### src/rtl/multiword_add_sequencer.sv
// Multiword add/subtract: one 16-bit CLA is reused word by word, LSW first, with the carry held in a register.
// Latency: done is high N_WORDS+1 cycles after the start edge (N_WORDS RUN cycles, then one DONE cycle).
// Backpressure: start is accepted only in IDLE and ignored while busy; abort in RUN returns to IDLE with no done.

module sixteen_bit_carry_lookahead_adder (
  input  logic [15:0] i_a,
  input  logic [15:0] i_b,
  input  logic        i_cin,
  output logic [15:0] o_s,
  output logic        o_cout
);

  logic [15:0] w_g;
  logic [15:0] w_p;
  logic [3:0]  w_gg;
  logic [3:0]  w_gp;
  logic [4:0]  w_gc;
  logic [15:0] w_c;

  assign w_g = i_a & i_b;
  assign w_p = i_a ^ i_b;

  // Group generate/propagate for each 4-bit block
  always_comb begin
    w_gg = '0;
    w_gp = '0;
    for (int k = 0; k < 4; k++) begin
      w_gg[k] = w_g[4*k+3]
              | (w_p[4*k+3] & w_g[4*k+2])
              | (w_p[4*k+3] & w_p[4*k+2] & w_g[4*k+1])
              | (w_p[4*k+3] & w_p[4*k+2] & w_p[4*k+1] & w_g[4*k]);
      w_gp[k] = &w_p[4*k +: 4];
    end
  end

  // Second-level lookahead: block carries in from the group terms directly
  always_comb begin
    w_gc    = '0;
    w_gc[0] = i_cin;
    w_gc[1] = w_gg[0] | (w_gp[0] & i_cin);
    w_gc[2] = w_gg[1] | (w_gp[1] & w_gg[0]) | (w_gp[1] & w_gp[0] & i_cin);
    w_gc[3] = w_gg[2] | (w_gp[2] & w_gg[1]) | (w_gp[2] & w_gp[1] & w_gg[0])
            | (w_gp[2] & w_gp[1] & w_gp[0] & i_cin);
    w_gc[4] = w_gg[3] | (w_gp[3] & w_gg[2]) | (w_gp[3] & w_gp[2] & w_gg[1])
            | (w_gp[3] & w_gp[2] & w_gp[1] & w_gg[0])
            | (w_gp[3] & w_gp[2] & w_gp[1] & w_gp[0] & i_cin);
  end

  // Bit carries inside each block, seeded by the block carry-in
  always_comb begin
    w_c = '0;
    for (int k = 0; k < 4; k++) begin
      w_c[4*k] = w_gc[k];
      for (int j = 1; j < 4; j++) begin
        w_c[4*k+j] = w_g[4*k+j-1] | (w_p[4*k+j-1] & w_c[4*k+j-1]);
      end
    end
  end

  assign o_s    = w_p ^ w_c;
  assign o_cout = w_gc[4];

endmodule

module multiword_add_sequencer #(
  parameter int N_WORDS = 4
) (
  input  logic                  clk,
  input  logic                  rst_n,
  input  logic                  start,
  input  logic                  sub,
  input  logic                  abort,
  input  logic [16*N_WORDS-1:0] a,
  input  logic [16*N_WORDS-1:0] b,
  output logic                  busy,
  output logic                  done,
  output logic [16*N_WORDS-1:0] sum,
  output logic                  cout,
  output logic                  ovf
);

  localparam int W    = 16 * N_WORDS;
  localparam int IDXW = $clog2(N_WORDS);

  localparam logic [1:0] S_IDLE = 2'd0;
  localparam logic [1:0] S_RUN  = 2'd1;
  localparam logic [1:0] S_DONE = 2'd2;

  logic [1:0]      r_state;
  logic [IDXW-1:0] r_idx;
  logic            r_carry;
  logic            r_sub;
  logic [W-1:0]    r_a;
  logic [W-1:0]    r_b;
  logic [W-1:0]    r_acc;
  logic [W-1:0]    r_sum;
  logic            r_cout;
  logic            r_ovf;

  logic [15:0]     w_a_word;
  logic [15:0]     w_b_word;
  logic [15:0]     w_s;
  logic            w_cout;
  logic            w_last;
  logic            w_ovf;
  logic [W-1:0]    w_acc_next;

  assign w_a_word = r_a[r_idx*16 +: 16];
  assign w_b_word = r_b[r_idx*16 +: 16] ^ {16{r_sub}};
  assign w_last   = (r_idx == IDXW'(N_WORDS - 1));
  // Only meaningful on the MSW cycle, where the word bits are the operand sign bits
  assign w_ovf    = (w_a_word[15] == w_b_word[15]) && (w_s[15] != w_a_word[15]);

  sixteen_bit_carry_lookahead_adder u_cla (
    .i_a    (w_a_word),
    .i_b    (w_b_word),
    .i_cin  (r_carry),
    .o_s    (w_s),
    .o_cout (w_cout)
  );

  // Accumulator with the current word replaced by this cycle's adder output
  always_comb begin
    w_acc_next                  = r_acc;
    w_acc_next[r_idx*16 +: 16]  = w_s;
  end

  // Sequencer FSM, operand/accumulator registers and result registers
  always_ff @(posedge clk) begin
    if (!rst_n) begin
      r_state <= S_IDLE;
      r_idx   <= '0;
      r_carry <= 1'b0;
      r_sub   <= 1'b0;
      r_a     <= '0;
      r_b     <= '0;
      r_acc   <= '0;
      r_sum   <= '0;
      r_cout  <= 1'b0;
      r_ovf   <= 1'b0;
    end else begin
      case (r_state)
        S_IDLE: begin
          if (start) begin
            r_a     <= a;
            r_b     <= b;
            r_sub   <= sub;
            r_idx   <= '0;
            r_carry <= sub;
            r_acc   <= '0;
            r_state <= S_RUN;
          end
        end
        S_RUN: begin
          if (abort) begin
            // Abort wins even on the last word; results stay at the previous op
            r_idx   <= '0;
            r_carry <= 1'b0;
            r_acc   <= '0;
            r_state <= S_IDLE;
          end else begin
            r_acc   <= w_acc_next;
            r_carry <= w_cout;
            r_idx   <= r_idx + IDXW'(1);
            if (w_last) begin
              // Final word is folded in directly so results land on the DONE entry edge
              r_sum   <= w_acc_next;
              r_cout  <= w_cout;
              r_ovf   <= w_ovf;
              r_idx   <= '0;
              r_state <= S_DONE;
            end
          end
        end
        S_DONE: begin
          r_state <= S_IDLE;
        end
        default: begin
          r_state <= S_IDLE;
        end
      endcase
    end
  end

  assign busy = (r_state != S_IDLE);
  assign done = (r_state == S_DONE);
  assign sum  = r_sum;
  assign cout = r_cout;
  assign ovf  = r_ovf;

endmodule

### config.mk
export PLATFORM = sky130hd
export DESIGN_NAME = multiword_add_sequencer
export DESIGN_NICKNAME = d
export VERILOG_FILES = /design/src/rtl/multiword_add_sequencer.sv
export SDC_FILE = /design/constraint.sdc
export NUM_CORES = 1
export LEC_CHECK = 0
export ABC_AREA = 1
export BUFFER_PORTS_ARGS = -buffer_cell sky130_fd_sc_hd__buf_4
export CORE_UTILIZATION = 50
export DETAILED_ROUTE_END_ITERATION = 10
export PLACE_DENSITY_LB_ADDON = 0.2
export SLEW_MARGIN = 10
export SYNTH_ARGS = -nofsm -noshare
export SYNTH_HDL_FRONTEND = slang
export SYNTH_SLANG_ARGS = --single-unit
### constraint.sdc
create_clock -name clk -period 3.8 [get_ports clk]
set_input_delay 0.76 -clock clk [delete_from_list [all_inputs] [get_ports clk]]
set_output_delay 0.76 -clock clk [all_outputs]
set_load 0.01 [all_outputs]
Word-level counts from Yosys, hierarchy flattened
Cells that the tools add are included.
{"block": "totals", "inputBits": 133, "out_inout_bits": 68, "ff_bits": 264}
{"block": "op_classes", "shifts": 4, "n_bitwise": 87, "eq_ne": 7, "reduce_logical": 12, "muxes": 15, "add_sub_neg": 2}
{"cell": "64-bit two-way mux", "count": 2}
{"cell": "64-bit case mux with 2 select lines", "count": 1}
{"cell": "64-bit by 7-bit indexed part select with 16-bit output", "count": 2}
{"cell": "64-bit bitwise mux", "count": 1}
{"cell": "16-bit by 34-bit variable shift with 64-bit output (first input constant)", "count": 1}
{"cell": "16-bit by 34-bit indexed part select with 64-bit output", "count": 1}
{"cell": "1-bit bitwise AND", "count": 48}
{"cell": "16-bit bitwise XOR", "count": 3}
{"cell": "6-bit negator with 34-bit output", "count": 1}
{"cell": "1-bit OR", "count": 34}
{"cell": "16-bit bitwise AND", "count": 1}
{"cell": "4-bit AND reduction", "count": 4}
{"cell": "2-bit two-way mux", "count": 6}
{"cell": "2-bit case mux with 2 select lines", "count": 2}
{"cell": "2-bit AND reduction", "count": 3}
{"cell": "2-bit equality test (second input constant)", "count": 2}
{"cell": "2-bit nonzero test", "count": 2}
{"cell": "3-bit inequality test (second input constant)", "count": 1}
{"cell": "3-bit AND reduction", "count": 1}
{"cell": "2-bit by 1-bit adder with 2-bit output (second input constant)", "count": 1}
{"cell": "2-bit by 1-bit equality test with 1-bit output (second input constant)", "count": 1}
{"cell": "2-bit logical NOT", "count": 1}
{"cell": "1-bit two-way mux", "count": 2}
{"cell": "2-bit inequality test (second input constant)", "count": 1}
{"cell": "5 further kinds", "count": 5}

Depth between registers and ports, before layout
{"block": "depth", "depth_word": 22, "depth_mapped": 27}

Cells and area by module
A second synthesis with hierarchy kept.
{"block": "hier_totals", "hier_cells": 1665, "hier_area_um2": 11901.4}
{"module": "multiword_add_sequencer", "cells_per_inst": 1573, "seq_area_each_um2": 5285.1, "area_each_um2": 11168.2, "n_inst": 1}
{"module": "sixteen_bit_carry_lookahead_adder", "cells_per_inst": 92, "seq_area_each_um2": 0.0, "area_each_um2": 733.2, "n_inst": 1}

Least setup slack after synthesis
Ideal clock, no wire load.
{"block": "synth_timing", "kind": "register to register", "from": "register r_idx[1]", "to": "register r_acc[30]", "t_required_ns": 3.730, "path_slack_ns": -0.006, "arrival_ns": 3.735, "path_buffers": 2, "setup_ns": 0.070, "stages_incl_launch_ff": 25, "path_cell_list": "dfxtp_1 -> inv_2 -> buf_2 -> buf_2 -> o21ai_0 -> o22ai_1 -> xor2_1 -> ha_1 -> nand2_1 -> nand2_1 -> nor2_1 -> nand2_1 -> nand2_1 -> nand2_1 -> inv_1 -> o21bai_1 -> fa_1 -> fa_1 -> inv_1 -> fa_1 -> nor2_1 -> nand2_1 -> o21ai_0 -> nand2_1 -> a21oi_1"}
{"block": "synth_via", "elab_chain_len": 22, "elab_cells_between_ends": 78}
{"element": "from (decl)", "line": "90", "source": "logic [IDXW-1:0] r_idx;"}
{"element": "from (signal assigned)", "line": "164", "source": "r_idx <= r_idx + IDXW'(1);"}
{"element": "64-bit by 7-bit indexed part select with 16-bit output", "line": "109", "source": "assign w_b_word = r_b[r_idx*16 +: 16] ^ {16{r_sub}};"}
{"element": "16-bit bitwise XOR", "line": "109"}
{"element": "16-bit bitwise XOR or 16-bit bitwise AND (tied branches)", "line": "21, 20"}
{"element": "1-bit bitwise AND, on equally long branches", "line": "29, 30, 31"}
{"element": "1-bit OR, or another cell as far along", "line": "29", "source": "| (w_p[4*k+3] & w_g[4*k+2])"}
{"element": "1-bit OR or 1-bit bitwise AND (tied branches)", "line": "30, 31"}
{"element": "1-bit OR", "line": "31", "source": "| (w_p[4*k+3] & w_p[4*k+2] & w_p[4*k+1] & w_g[4*k]);"}
{"element": "1-bit bitwise AND", "line": "42", "source": "w_gc[3] = w_gg[2] | (w_gp[2] & w_gg[1]) | (w_gp[2] & w_gp[1] & w_gg[0])"}
{"element": "(+6 left out)"}
{"element": "1-bit OR", "line": "55", "source": "w_c[4*k+j] = w_g[4*k+j-1] | (w_p[4*k+j-1] & w_c[4*k+j-1]);"}
{"element": "1-bit bitwise AND", "line": "55"}
{"element": "1-bit OR", "line": "55"}
{"element": "16-bit bitwise XOR", "line": "60", "source": "assign o_s = w_p ^ w_c;"}
{"element": "16-bit by 34-bit indexed part select with 64-bit output", "line": "125", "source": "w_acc_next[r_idx*16 +: 16] = w_s;"}
{"element": "64-bit bitwise mux *", "line": "125"}
{"element": "64-bit two-way mux *", "line": "155", "source": "if (abort) begin"}
{"element": "64-bit case mux with 2 select lines *", "line": "142", "source": "case (r_state)"}
{"element": "to (signal assigned)", "line": "162", "source": "r_acc <= w_acc_next;"}
{"element": "to (decl)", "line": "95", "source": "logic [W-1:0] r_acc;"}
Every way passes the cells marked *; elsewhere a longest branch is shown, timed or not.
A chain may end at the register's enable or synchronous reset.

Worst setup path after layout
{"block": "layout_timing", "from": "register r_idx[0]", "to": "register r_acc[30]"}
Same word-level chain as after synthesis.

==> Implementation_results.wiki <==
{| class="wikitable"
! Metric !! Value
|-
| DRC violation count after routing || 0
|-
| Sequential-to-total area share from yosys stat || around 45%
|-
| Final min period || between 4000 and 5000 ps
|-
| Max-Cap Viols || 0
|-
| Initial Utilization || approximately half
|-
| Most common cell after layout, fill and taps aside || sky130_fd_sc_hd__nor2_1
|-
| Post-DP HPWL || 23800 um
|-
| Crit-path max FO || 7
|-
| Unique cell type count in the Yosys netlist || 37
|-
| Crit path max-delay cell type || sky130_fd_sc_hd__dfxtp_4
|-
| Area of the mapped netlist || between 0.01 and 0.015 sq mm
|-
| Data required, critical path || 4270 ps
|-
| Total of endpoints with negative setup slack in the final report || 42
|-
| Remaining global-route overflow || 0
|-
| Maximum buffer depth of the clock tree || 3
|-
| Violations in the final reports || setup timing
|-
| Nets || about 2000
|-
| Worst slew margin relative to its limit || 36.3%
|-
| Number of warnings reported in the yosys synthesis log || 0
|-
| Final Max Tran Viols || 0
|-
| Violation count after the first detailed-routing iteration || about 1100
|-
| CP Capture Type || flip-flop
|-
| Cts bufs inserted || 26
|-
| Unrepaired setup endpoints after global routing || true
|-
| Maximum vdd ir drop || between 0.2 and 0.3 mV
|-
| Post-Route Setup TNS || -5130 ps
|-
| Htree depth || 1
|-
| Total track usage || roughly 29%
|-
| Worst slack on hold paths || approximately 460 ps
|-
| Leakage || around 6.4 nW
|-
| DRT Wirelength || roughly 35000 um
|-
| Critical path start-end classification || flip-flop to flip-flop
|-
| Maximum number of pins on one net before global-route repair || about 130
|-
| Wire length per cell after detailed routing || roughly 17 um
|-
| Area grow syn2layout || 29.4%
|-
| Height of the die || around 160 um
|-
| Port-buffer cells || 200
|-
| Final hold vios || 0
|-
| DR vias || approximately 12000
|-
| Leading cell types in the layout, fill and taps excluded || 380 x sky130_fd_sc_hd__nor2_1, 263 x sky130_fd_sc_hd__dfxtp_1, 259 x sky130_fd_sc_hd__buf_4
|-
| Count of antenna diodes in the layout || 0
|-
| CTS tree || done
|-
| P per Cell Area || around 460 mW/mm^2
|-
| Slowest Stage Delay on Critical Path || about 460 ps
|-
| Crit start category || flip-flop
|-
| Measured slew at the worst slew-check pin || ~960 ps
|-
| Placer's final routability congestion estimate || slightly above 0.9
|-
| Setup ws final || -286 ps
|-
| Count of boundary I/O pins || between 200 and 250
|-
| Achievable frequency || 245 MHz
|-
| Worst-Skew Late Latency || between 500 and 600 ps
|-
| Count of placed standard cells in the final layout, fillers left out || about 2100
|-
| Clock-pin slew of the registers on the worst-case setup and hold paths || ~60 ps
|-
| Post-synthesis average cell area || 7.38 sq um
|-
| Initial antenna violation count || 0
|-
| Final Power || ~7.0 mW
|-
| Run status || complete, but fails checks
|-
| Die area || about 0.024 sq mm
|-
| Gate family responsible for the most delay along the worst path || adder cells
|-
| CTS sink cnt || approximately 260
|-
| First-pass GRT wire length || about 55000 um
|-
| Worst clock skew || 18.5 ps
|-
| Number of global-route vias before repair || roughly 11000
|-
| Part of the cycle the worst path needs || 108%
|-
| Final antenna-violating net count || 0
|-
| Core Area || between 0.02 and 0.025 sq mm
|-
| Most repeated library cell on the critical path || sky130_fd_sc_hd__nand2_1
|-
| 1st-pass router iterations || 6
|-
| Utilization after layout || about two thirds
|-
| Hold Path Class || input pin to flip-flop
|-
| WP data arrival || approximately 4600 ps
|-
| Post-synthesis instance total || around 1600
|-
| Synthesized net count || approximately 1800
|-
| Number of buffers and inverters on the critical path || 3
|-
| Crit-path cells || buf_12, o21ai_1, o22ai_2, xor2_1, ha_1, nand2_1, nand2_1, nor2_2, nand2_2, nand2_2, nand2_4, inv_4, o21bai_4, fa_2, fa_2, inv_2, fa_2, nor2_2, nand2_1, o21ai_1, nand2_1, a21oi_1
|-
| # rows || 55
|-
| Seq cells post-synth || ~260
|-
| Cells after DPL || ~2000
|-
| Via-per-instance ratio || roughly 5.5
|-
| Clock Tree Root || sky130_fd_sc_hd__clkbuf_16
|-
| Fraction of layout instances using a drive strength above 1 || between 20% and 30%
|-
| Chip width || about 160 um
|}
-- worst min-delay path, stage by stage --
cell                      delay (ps)
sky130_fd_sc_hd__buf_4            70
sky130_fd_sc_hd__o21ai_0          70
sky130_fd_sc_hd__nor2_1           70
-- stage by stage --
stage,cell area (sq um),setup slack [ps]
2_1_floorplan,11800,2.18
3_3_place_gp,13600,-183
3_5_place_dp,13600,-333
4_1_cts,14900,-91.2
5_1_grt,15200,-458
6_report,15200,-286
-- registers in the layout (all words and copies together), names as in the netlist --
name and count:
r_state 2, r_carry 1, r_sub 1, r_a 64, ovf 1, sum 64
r_acc 64, cout 1, r_idx 2, r_b 64
-- where the power goes --
part / internal (mW) / leakage, nW / switching, mW
clock: 1.69 / 0.460 / 1.09
sequential: 2.89 / 2.16 / 0.0884
combinational: 0.546 / 3.82 / 0.735
total: 5.13 / 6.44 / 1.92
-- final timing paths --
path	from	slack [ps]	depth (start not counted)	end
worst max register to register	r_idx[0]$_SDFFE_PN0P_	-290	22	r_acc[30]$_SDFFE_PN0P_
worst min-delay path	a[18]	460	3	r_a[18]$_SDFFE_PN0P_
worst max-delay path	r_idx[0]$_SDFFE_PN0P_	-290	22	r_acc[30]$_SDFFE_PN0P_
worst min register to register	r_acc[23]$_SDFFE_PN0P_	470	2	r_acc[23]$_SDFFE_PN0P_
-- cells by family after synthesis --
group | after synthesis | synth area share, %
AND/OR/NAND/NOR | 671 | 22.1
flip-flops | 264 | 44.9
AO/OA/AOI/OAI | 431 | 20.4
adder cells (fa/ha/maj) | 34 | 4.38
XOR/XNOR | 19 | 1.41
buffers and inverters | 176 | 6.76
-- synthesized netlist by cell type --
master,instances,area share (%)
sky130_fd_sc_hd__a21oi_1,105,4.5
sky130_fd_sc_hd__a22oi_1,17,1.1
sky130_fd_sc_hd__a2bb2oi_1,14,1.0
sky130_fd_sc_hd__a31oi_1,3,0.16
sky130_fd_sc_hd__a32o_1,10,0.85
sky130_fd_sc_hd__a32oi_1,10,0.74
sky130_fd_sc_hd__buf_1,6,0.19
sky130_fd_sc_hd__buf_2,53,2.3
sky130_fd_sc_hd__buf_4,5,0.32
sky130_fd_sc_hd__buf_6,6,0.57
sky130_fd_sc_hd__clkbuf_1,46,1.5
sky130_fd_sc_hd__clkbuf_2,2,0.085
sky130_fd_sc_hd__clkinv_1,1,0.032
sky130_fd_sc_hd__dfxtp_1,264,45
sky130_fd_sc_hd__fa_1,12,2.0
sky130_fd_sc_hd__ha_1,22,2.3
sky130_fd_sc_hd__inv_1,48,1.5
sky130_fd_sc_hd__inv_2,8,0.26
sky130_fd_sc_hd__inv_4,1,0.053
sky130_fd_sc_hd__nand2_1,250,8.0
sky130_fd_sc_hd__nand2_2,1,0.053
sky130_fd_sc_hd__nand3_1,17,0.72
sky130_fd_sc_hd__nand4_1,1,0.053
sky130_fd_sc_hd__nand4_2,1,0.11
sky130_fd_sc_hd__nor2_1,395,13
sky130_fd_sc_hd__nor2_4,2,0.19
sky130_fd_sc_hd__nor2_8,1,0.17
sky130_fd_sc_hd__nor3_1,1,0.042
sky130_fd_sc_hd__nor3_4,1,0.14
sky130_fd_sc_hd__nor3b_1,1,0.064
sky130_fd_sc_hd__o211ai_1,2,0.13
sky130_fd_sc_hd__o21a_1,15,0.96
sky130_fd_sc_hd__o21ai_0,209,8.9
sky130_fd_sc_hd__o21ai_1,34,1.4
sky130_fd_sc_hd__o21bai_1,1,0.064
sky130_fd_sc_hd__o22ai_1,11,0.58
sky130_fd_sc_hd__xor2_1,19,1.4
-- what timing repair did --
| item | in CTS | in global routing |
|---|---|---|
| buffers inserted | 5 | 9 |
| gates cloned | 5 | 1 |
| resized for setup | 53 | 78 |
| setup endpoints to repair | 44 | 68 |
| hold buffers | 0 | 0 |
| pin swaps | 20 | 49 |
-- routing by layer --
layer,up-vias,global-route usage [%],part of all wire [%]
li1,5600,-,-
met1,5309,36.9,41
met2,516,46.7,47
met3,122,4.76,7.8
met4,0,13.2,4.9
met5,-,0,0
-- layout make-up --
cell class	count	area (sq um)
timing repair inverter	1	8.76
clock inverter	5	104
multi-input combinational	1155	6090
timing repair buffer	274	2270
fill	1965	7620
inverter	58	236
clock buffer	41	828
sequential	264	5290
tap	313	392
No activity file was read; power rests on OpenSTA's default activity.
